[src/rtl/rom_burst_arbiter.sv]
// Round-robin arbiter sharing one combinational ROM between two
// burst requesters; streams registered words with valid/last/id.
module rom_burst_arbiter #(
  parameter int AW = 4,
  parameter int DW = 8
) (
  input  logic          clk,
  input  logic          rst_n,
  input  logic          req0,
  input  logic [AW-1:0] addr0,
  input  logic [AW-1:0] len0,
  input  logic          req1,
  input  logic [AW-1:0] addr1,
  input  logic [AW-1:0] len1,
  output logic          gnt0,
  output logic          gnt1,
  output logic [AW-1:0] rom_addr,
  input  logic [DW-1:0] rom_data,
  output logic          rd_valid,
  output logic [DW-1:0] rd_data,
  output logic          rd_last,
  output logic          rd_id,
  output logic          busy
);

  typedef enum logic {IDLE, BURST} state_t;

  state_t        state, state_d;
  logic [AW-1:0] cnt;
  logic          id;
  logic          last_id;
  logic          g0, g1;

  always_comb begin
    g0      = 1'b0;
    g1      = 1'b0;
    state_d = state;
    case (state)
      IDLE: begin
        // on a tie, the requester not served last wins
        unique case (1'b1)
          req0 && (!req1 || last_id): g0 = 1'b1;
          req1 && (!req0 || !last_id): g1 = 1'b1;
          default: ;
        endcase
        if (g0 || g1) state_d = BURST;
      end
      BURST: begin
        if (cnt == '0) state_d = IDLE;
      end
    endcase
  end

  always_ff @(posedge clk or negedge rst_n) begin
    if (!rst_n) begin
      state <= IDLE;
    end else begin
      state <= state_d;
    end
  end

  always_ff @(posedge clk or negedge rst_n) begin
    if (!rst_n) begin
      gnt0     <= 1'b0;
      gnt1     <= 1'b0;
      rom_addr <= '0;
      rd_valid <= 1'b0;
      rd_data  <= '0;
      rd_last  <= 1'b0;
      rd_id    <= 1'b0;
      cnt      <= '0;
      id       <= 1'b0;
      last_id  <= 1'b1;
    end else begin
      gnt0 <= g0;
      gnt1 <= g1;
      if (state == IDLE) begin
        rd_valid <= 1'b0;
        rd_last  <= 1'b0;
        if (g0) begin
          rom_addr <= addr0;
          cnt      <= len0;
          id       <= 1'b0;
          last_id  <= 1'b0;
        end else if (g1) begin
          rom_addr <= addr1;
          cnt      <= len1;
          id       <= 1'b1;
          last_id  <= 1'b1;
        end
      end else begin
        rd_data  <= rom_data;
        rd_valid <= 1'b1;
        rd_id    <= id;
        rom_addr <= rom_addr + AW'(1);
        if (cnt == '0) begin
          rd_last <= 1'b1;
        end else begin
          cnt     <= cnt - AW'(1);
          rd_last <= 1'b0;
        end
      end
    end
  end

  assign busy = (state == BURST);

endmodule

[config.mk]
export PLATFORM = sky130hd
export DESIGN_NAME = rom_burst_arbiter
export DESIGN_NICKNAME = d
export VERILOG_FILES = /design/src/rtl/rom_burst_arbiter.sv
export SDC_FILE = /design/constraint.sdc
export NUM_CORES = 1
export LEC_CHECK = 0
export ABC_AREA = 1
export BUFFER_PORTS_ARGS = -buffer_cell sky130_fd_sc_hd__buf_2
export CAP_MARGIN = 20
export CORE_MARGIN = 3
export CORE_UTILIZATION = 45
export DETAILED_ROUTE_END_ITERATION = 8
export PLACE_DENSITY = 0.74
export SYNTH_ARGS = -nofsm -noshare
export SYNTH_HDL_FRONTEND = slang
export SYNTH_SLANG_ARGS = --single-unit
[constraint.sdc]
create_clock -name clk -period 1.6 [get_ports clk]
set_clock_uncertainty 0.2 [all_clocks]
set_input_delay 0.24 -clock clk [delete_from_list [all_inputs] [get_ports clk]]
set_output_delay 0.24 -clock clk [all_outputs]
set_load 0.02 [all_outputs]
Yosys cells after proc, flatten, opt, wreduce, memory -nomap -nowiden:

Cells that the tools add are included.

* logic and storage cells: 49
* flip-flop bits (word level): 24
* input bits: 28
* output and inout port bits: 18

* equality and inequality tests: 1
* reductions and logical operators: 13
* add/subtract/negate cells: 2
* multiplexer cells: 21
* bitwise logic cells: 1

Operators with widths (count)
* $mux W4: 7
* $mux W1: 13
* $add A4 B1 Y4 const B: 1
* $logic_not A4 Y1: 1
* $reduce_and A2 Y1: 2
* $sub A4 B1 Y4 const B: 1
* $logic_not A1 Y1: 3
* $logic_or A1 B1 Y1: 3
* $reduce_bool A3 Y1: 1
* $logic_and A1 B1 Y1: 2
* $ne A2 B2 Y1 const B: 1
* $pmux W1 S2: 1
* $reduce_bool A2 Y1: 1
* $not A1 Y1: 1

Depth between registers and ports, before layout:

* word-level depth: 9
* depth in mapped cells: 8
* gate-level depth less buffers: 8

Worst setup path before layout:

OpenSTA, ideal clock, no wires.

* path kind: reg2reg
* from: register state (netlist: busy)
* to: register cnt[2]
* required time: 1.284 ns
* library setup time: 0.116 ns
* arrival: 1.182 ns
* buffers on the path: 1
* clock period less this slack: 1.499 ns
* stages on the path, launching flop included: 9
* path slack: 0.101 ns
* path through: dfrtp_1 buf_4 inv_4 nand4_4 inv_2 nor2_4 inv_2 nand2_1 nand2_1

* word-level cells in the longest chain between the ends: 3
* elaborated cells on any way between the ends: 7
* those cells by class: 1 x eq/ne; 4 x mux; 2 x reduce/logical

RTL lines
* start: declaration: line 28 `state_t state, state_d;`
* start signal: assignment: line 58 `state <= state_d;`
* $mux W1: line 38 `case (state)`
* $reduce_bool A3 Y1 (no source line) or $mux W4 (tied branches)
* $reduce_and A2 Y1 (no source line) or $mux W4 (tied branches)
* end signal: assignment: line 82 `cnt <= len0;`
* end signal: assignment: line 87 `cnt <= len1;`
* end signal: assignment: line 99 `cnt <= cnt - AW'(1);`
* end: declaration: line 29 `logic [AW-1:0] cnt;`

Parallel ways exist; a longest one is shown, timed or not.
A chain may end at the register's enable or synchronous reset.

Worst setup path in the final report:

* from: register state (netlist: busy)
* to: output port busy

RTL lines
* end: declaration: line 23 `output logic busy`

No word-level cell between the ends.

==> results.rst <==
.. list-table::
   :header-rows: 1

   * - Metric
     - Value
   * - Full die area
     - 3360 sq um
   * - Unique cell type count in the Yosys netlist
     - 19
   * - Worst hold path type
     - input port to flip-flop
   * - Critical path data arrival time
     - between 1000 and 1500 ps
   * - Die Y
     - 57.9 um
   * - Final routed wirelength across all metal layers
     - around 2.8 mm
   * - Total routing usage reported by global routing
     - 0.189
   * - Crit path buf inv count
     - 2
   * - Final cell area excluding filler cells
     - 1640 sq um
   * - Vias in the first global route
     - 1,080
   * - Fill cell total of the finished layout
     - 205
   * - Number of warning messages in the yosys log
     - 0
   * - Largest net degree at the start of global routing
     - 25
   * - Post-synthesis cell count
     - 150
   * - Share of the synthesized area in the top cell type
     - 0.474
   * - Ports placed on the boundary
     - 46
   * - Post-route ant nets
     - 0
   * - Kind of capture point of the worst setup path
     - primary output
   * - Worst-skew pair later-pin latency
     - 310 ps
   * - Initial standard-cell utilization of the core
     - 0.481
   * - Result of the run
     - completed
   * - Area used by sequential logic in the layout
     - 602 sq um
   * - Maximum root-to-sink buffer count
     - 2
   * - Area growth, synth to finish
     - 35.5%
   * - Leading cell types by total area after synthesis
     - sky130_fd_sc_hd__dfrtp_1 47%, sky130_fd_sc_hd__nand2_1 19%, sky130_fd_sc_hd__nand3_1 7.0%
   * - Register clock-pin slew on the reported worst setup and hold paths
     - 130 ps
   * - Antenna violations before repair
     - 0
   * - Required time of the worst setup path
     - 1160 ps
   * - Global-route wire length before repair
     - ~4.8 mm
   * - DIE WIDTH
     - around 58 um
   * - Seq/Total Area, Yosys
     - 0.496
   * - DRC violation total after the first TritonRoute iteration
     - 39
   * - Count of vias placed by the detailed router
     - 1,143
   * - Cell at the slowest stage of the critical path
     - sky130_fd_sc_hd__dfrtp_1
   * - Detail-routed via count per cell
     - slightly below 5
   * - Leak Pwr
     - 0.934 nW
   * - Critical path class
     - flip-flop to primary output
   * - GRT overflow
     - 0
   * - Antenna Diode Count
     - 0
   * - Worst setup slack before clock tree synthesis
     - ~84 ps
   * - Number of pins exceeding their max-slew limit in the final report
     - 0
   * - Element type at the critical path start
     - flip-flop
   * - Clock sink total
     - 24
   * - Minimum clock period after layout
     - 1530 ps
   * - H-tree depth
     - 1
   * - Routability cong.
     - 0.825
   * - Cts bufs inserted
     - 3
   * - Number of design rule violations left after detail routing
     - 0
   * - Number of nets in the final layout
     - 240
   * - Row count
     - 18
   * - Category of cells accounting for the largest share of critical-path delay
     - flip-flops
   * - Fraction of final layout cells with drive strength greater than 1
     - 0.313
   * - Netlist Area Pre-Place
     - 1210 sq um
   * - Peak supply drop
     - 1.05 mV
   * - Max capacitance violation total
     - 0
   * - CP Cell Sequence
     - buf_8, buf_2
   * - Post-place instance area
     - 1470 sq um
   * - Number of nets in the synthesized netlist
     - 181
   * - Number of synthesized register bits
     - 24
   * - Headroom to the max-slew limit
     - 0.643
   * - Detailed-route wire length per cell
     - 11.7 um
   * - Total area of multi-input combinational cells
     - 543 sq um
   * - Setup violators final
     - 0
   * - Mean post-synth cell area
     - approximately 8.1 sq um
   * - Power Dens Cells
     - between 1500 and 2000 nW/um^2
   * - Number of hold violations in the final report
     - 0
   * - Port Buffers
     - 45
   * - First drt pass iteration count
     - 5
   * - Clock tree from TritonCTS
     - done
   * - Dominant cell type by area after synthesis
     - sky130_fd_sc_hd__dfrtp_1
   * - Total Neg Setup Slack
     - 0 ps
   * - Core area
     - 2520 sq um
   * - Unrepaired setup endpoints after global routing
     - true
   * - Largest incremental delay on the critical path
     - 400 ps
   * - Final period utilization
     - 0.954
   * - Worst setup margin
     - 73.1 ps
   * - Highest fanout seen on the critical path
     - 17
   * - Slew at the pin closest to its max-slew limit
     - 536 ps
   * - Half-perimeter wire length after detailed placement
     - 1.96 mm
   * - Highest clock rate
     - around 650 MHz
   * - Clock root buffer master
     - sky130_fd_sc_hd__clkbuf_4
-- final cells by class --
class	count	share of cell area
well taps	30	0.0228
repair buffers	58	0.215
inverters	13	0.0342
clock buffers	3	0.0137
clock inverters	1	0.0183
flip-flops and latches	24	0.366
multi-input cells	109	0.330
-- kinds of logic (layout without fill, tap and decap cells) --
group           count (synthesis)  count (layout)  share of synthesized area
simple gates                  100             100                      0.379
flops                          24              24                      0.496
buf+inv                        17              75                     0.0629
compound gates                  4               4                     0.0165
fa+ha+maj                       3               3                     0.0309
xor+xnor                        2               2                     0.0144
-- placed cells by master, fill, tap and decap left out, drive strengths merged --
| master | instances |
|---|---|
| inv | 13 |
| nand2 | 65 |
| clkbuf | 3 |
| dlygate4sd3 | 9 |
| bufinv | 1 |
| dfrtp | 23 |
| dfstp | 1 |
| xor2 | 2 |
| nand4 | 4 |
| nor2 | 13 |
| or2 | 1 |
| buf | 49 |
| nand3 | 17 |
| ha | 3 |
| o21ai | 4 |
-- metal layers --
metal	wire length (um)	global-route usage	vias up
li1	-	-	584
met1	1260	0.240	526
met2	1370	0.316	29
met3	131	0.0334	4
met4	36	0.0795	0
met5	0	0	-
-- per-stage QoR --
stage | total power [mW] | hold WS, ps | util | std cells
4_1_cts | 3.07 | 2.70 | 0.644 | 237
3_3_place_gp | 2.52 | 44.1 | 0.581 | 223
6_report | 3.06 | 14.6 | 0.652 | 238
3_5_place_dp | 2.58 | 52.1 | 0.581 | 223
5_1_grt | 3.36 | 17.6 | 0.652 | 238
2_1_floorplan | 2.16 | -256 | - | 150
-- repair_timing --
| action | in CTS | in global routing |
|---|---|---|
| setup endpoints to repair | 1 | 7 |
| pin swaps | 0 | 1 |
| hold buffers | 9 | 0 |
| gates resized for setup | 2 | 4 |
| buffers inserted | 1 | 1 |
| hold endpoints to repair | 31 | 0 |
-- worst min-delay path: cells and delay by family --
kind | cells | cell delay [ps]
buffers and inverters | 1 | 70
AND/OR/NAND/NOR | 4 | 190
-- report_power, final --
part           switching (mW)  leakage [nW]  internal [mW]
Combinational           0.977         0.624          0.593
Clock                   0.180        0.0279          0.253
Sequential              0.172         0.283          0.883
-- synthesized netlist by cell type --
master,n
sky130_fd_sc_hd__nand3_1,17
sky130_fd_sc_hd__nand2_2,2
sky130_fd_sc_hd__xor2_1,2
sky130_fd_sc_hd__dfstp_2,1
sky130_fd_sc_hd__nor2_4,2
sky130_fd_sc_hd__dfrtp_1,23
sky130_fd_sc_hd__ha_1,3
sky130_fd_sc_hd__nor2_1,10
sky130_fd_sc_hd__inv_4,1
sky130_fd_sc_hd__o21ai_0,4
sky130_fd_sc_hd__or2_2,1
sky130_fd_sc_hd__buf_4,2
sky130_fd_sc_hd__inv_2,2
sky130_fd_sc_hd__nand4_1,3
sky130_fd_sc_hd__buf_2,2
sky130_fd_sc_hd__inv_1,10
sky130_fd_sc_hd__nor2_8,1
sky130_fd_sc_hd__nand4_4,1
sky130_fd_sc_hd__nand2_1,63
-- sequential cells by signal, indices dropped and copies added (netlist names) --
signal and flops:
cnt 4, busy 1, rd_last 1, rom_addr 4, rd_valid 1, rd_id 1
last_id 1, id 1, rd_data 8, gnt0 1, gnt1 1
-- worst paths after layout --
kind	start	to	slack [ps]	cells past startpoint
max	busy	busy	70	2
min	len0[1]	cnt[1]	10	5
max reg2reg	busy	cnt[0]	110	8
min reg2reg	rd_data[6]	rd_data[6]	290	2
max in group asynchronous	rst_n	last_id	570	2
min in group asynchronous	rst_n	rd_data[3]	250	2
No activity file was read; power rests on OpenSTA's default activity.
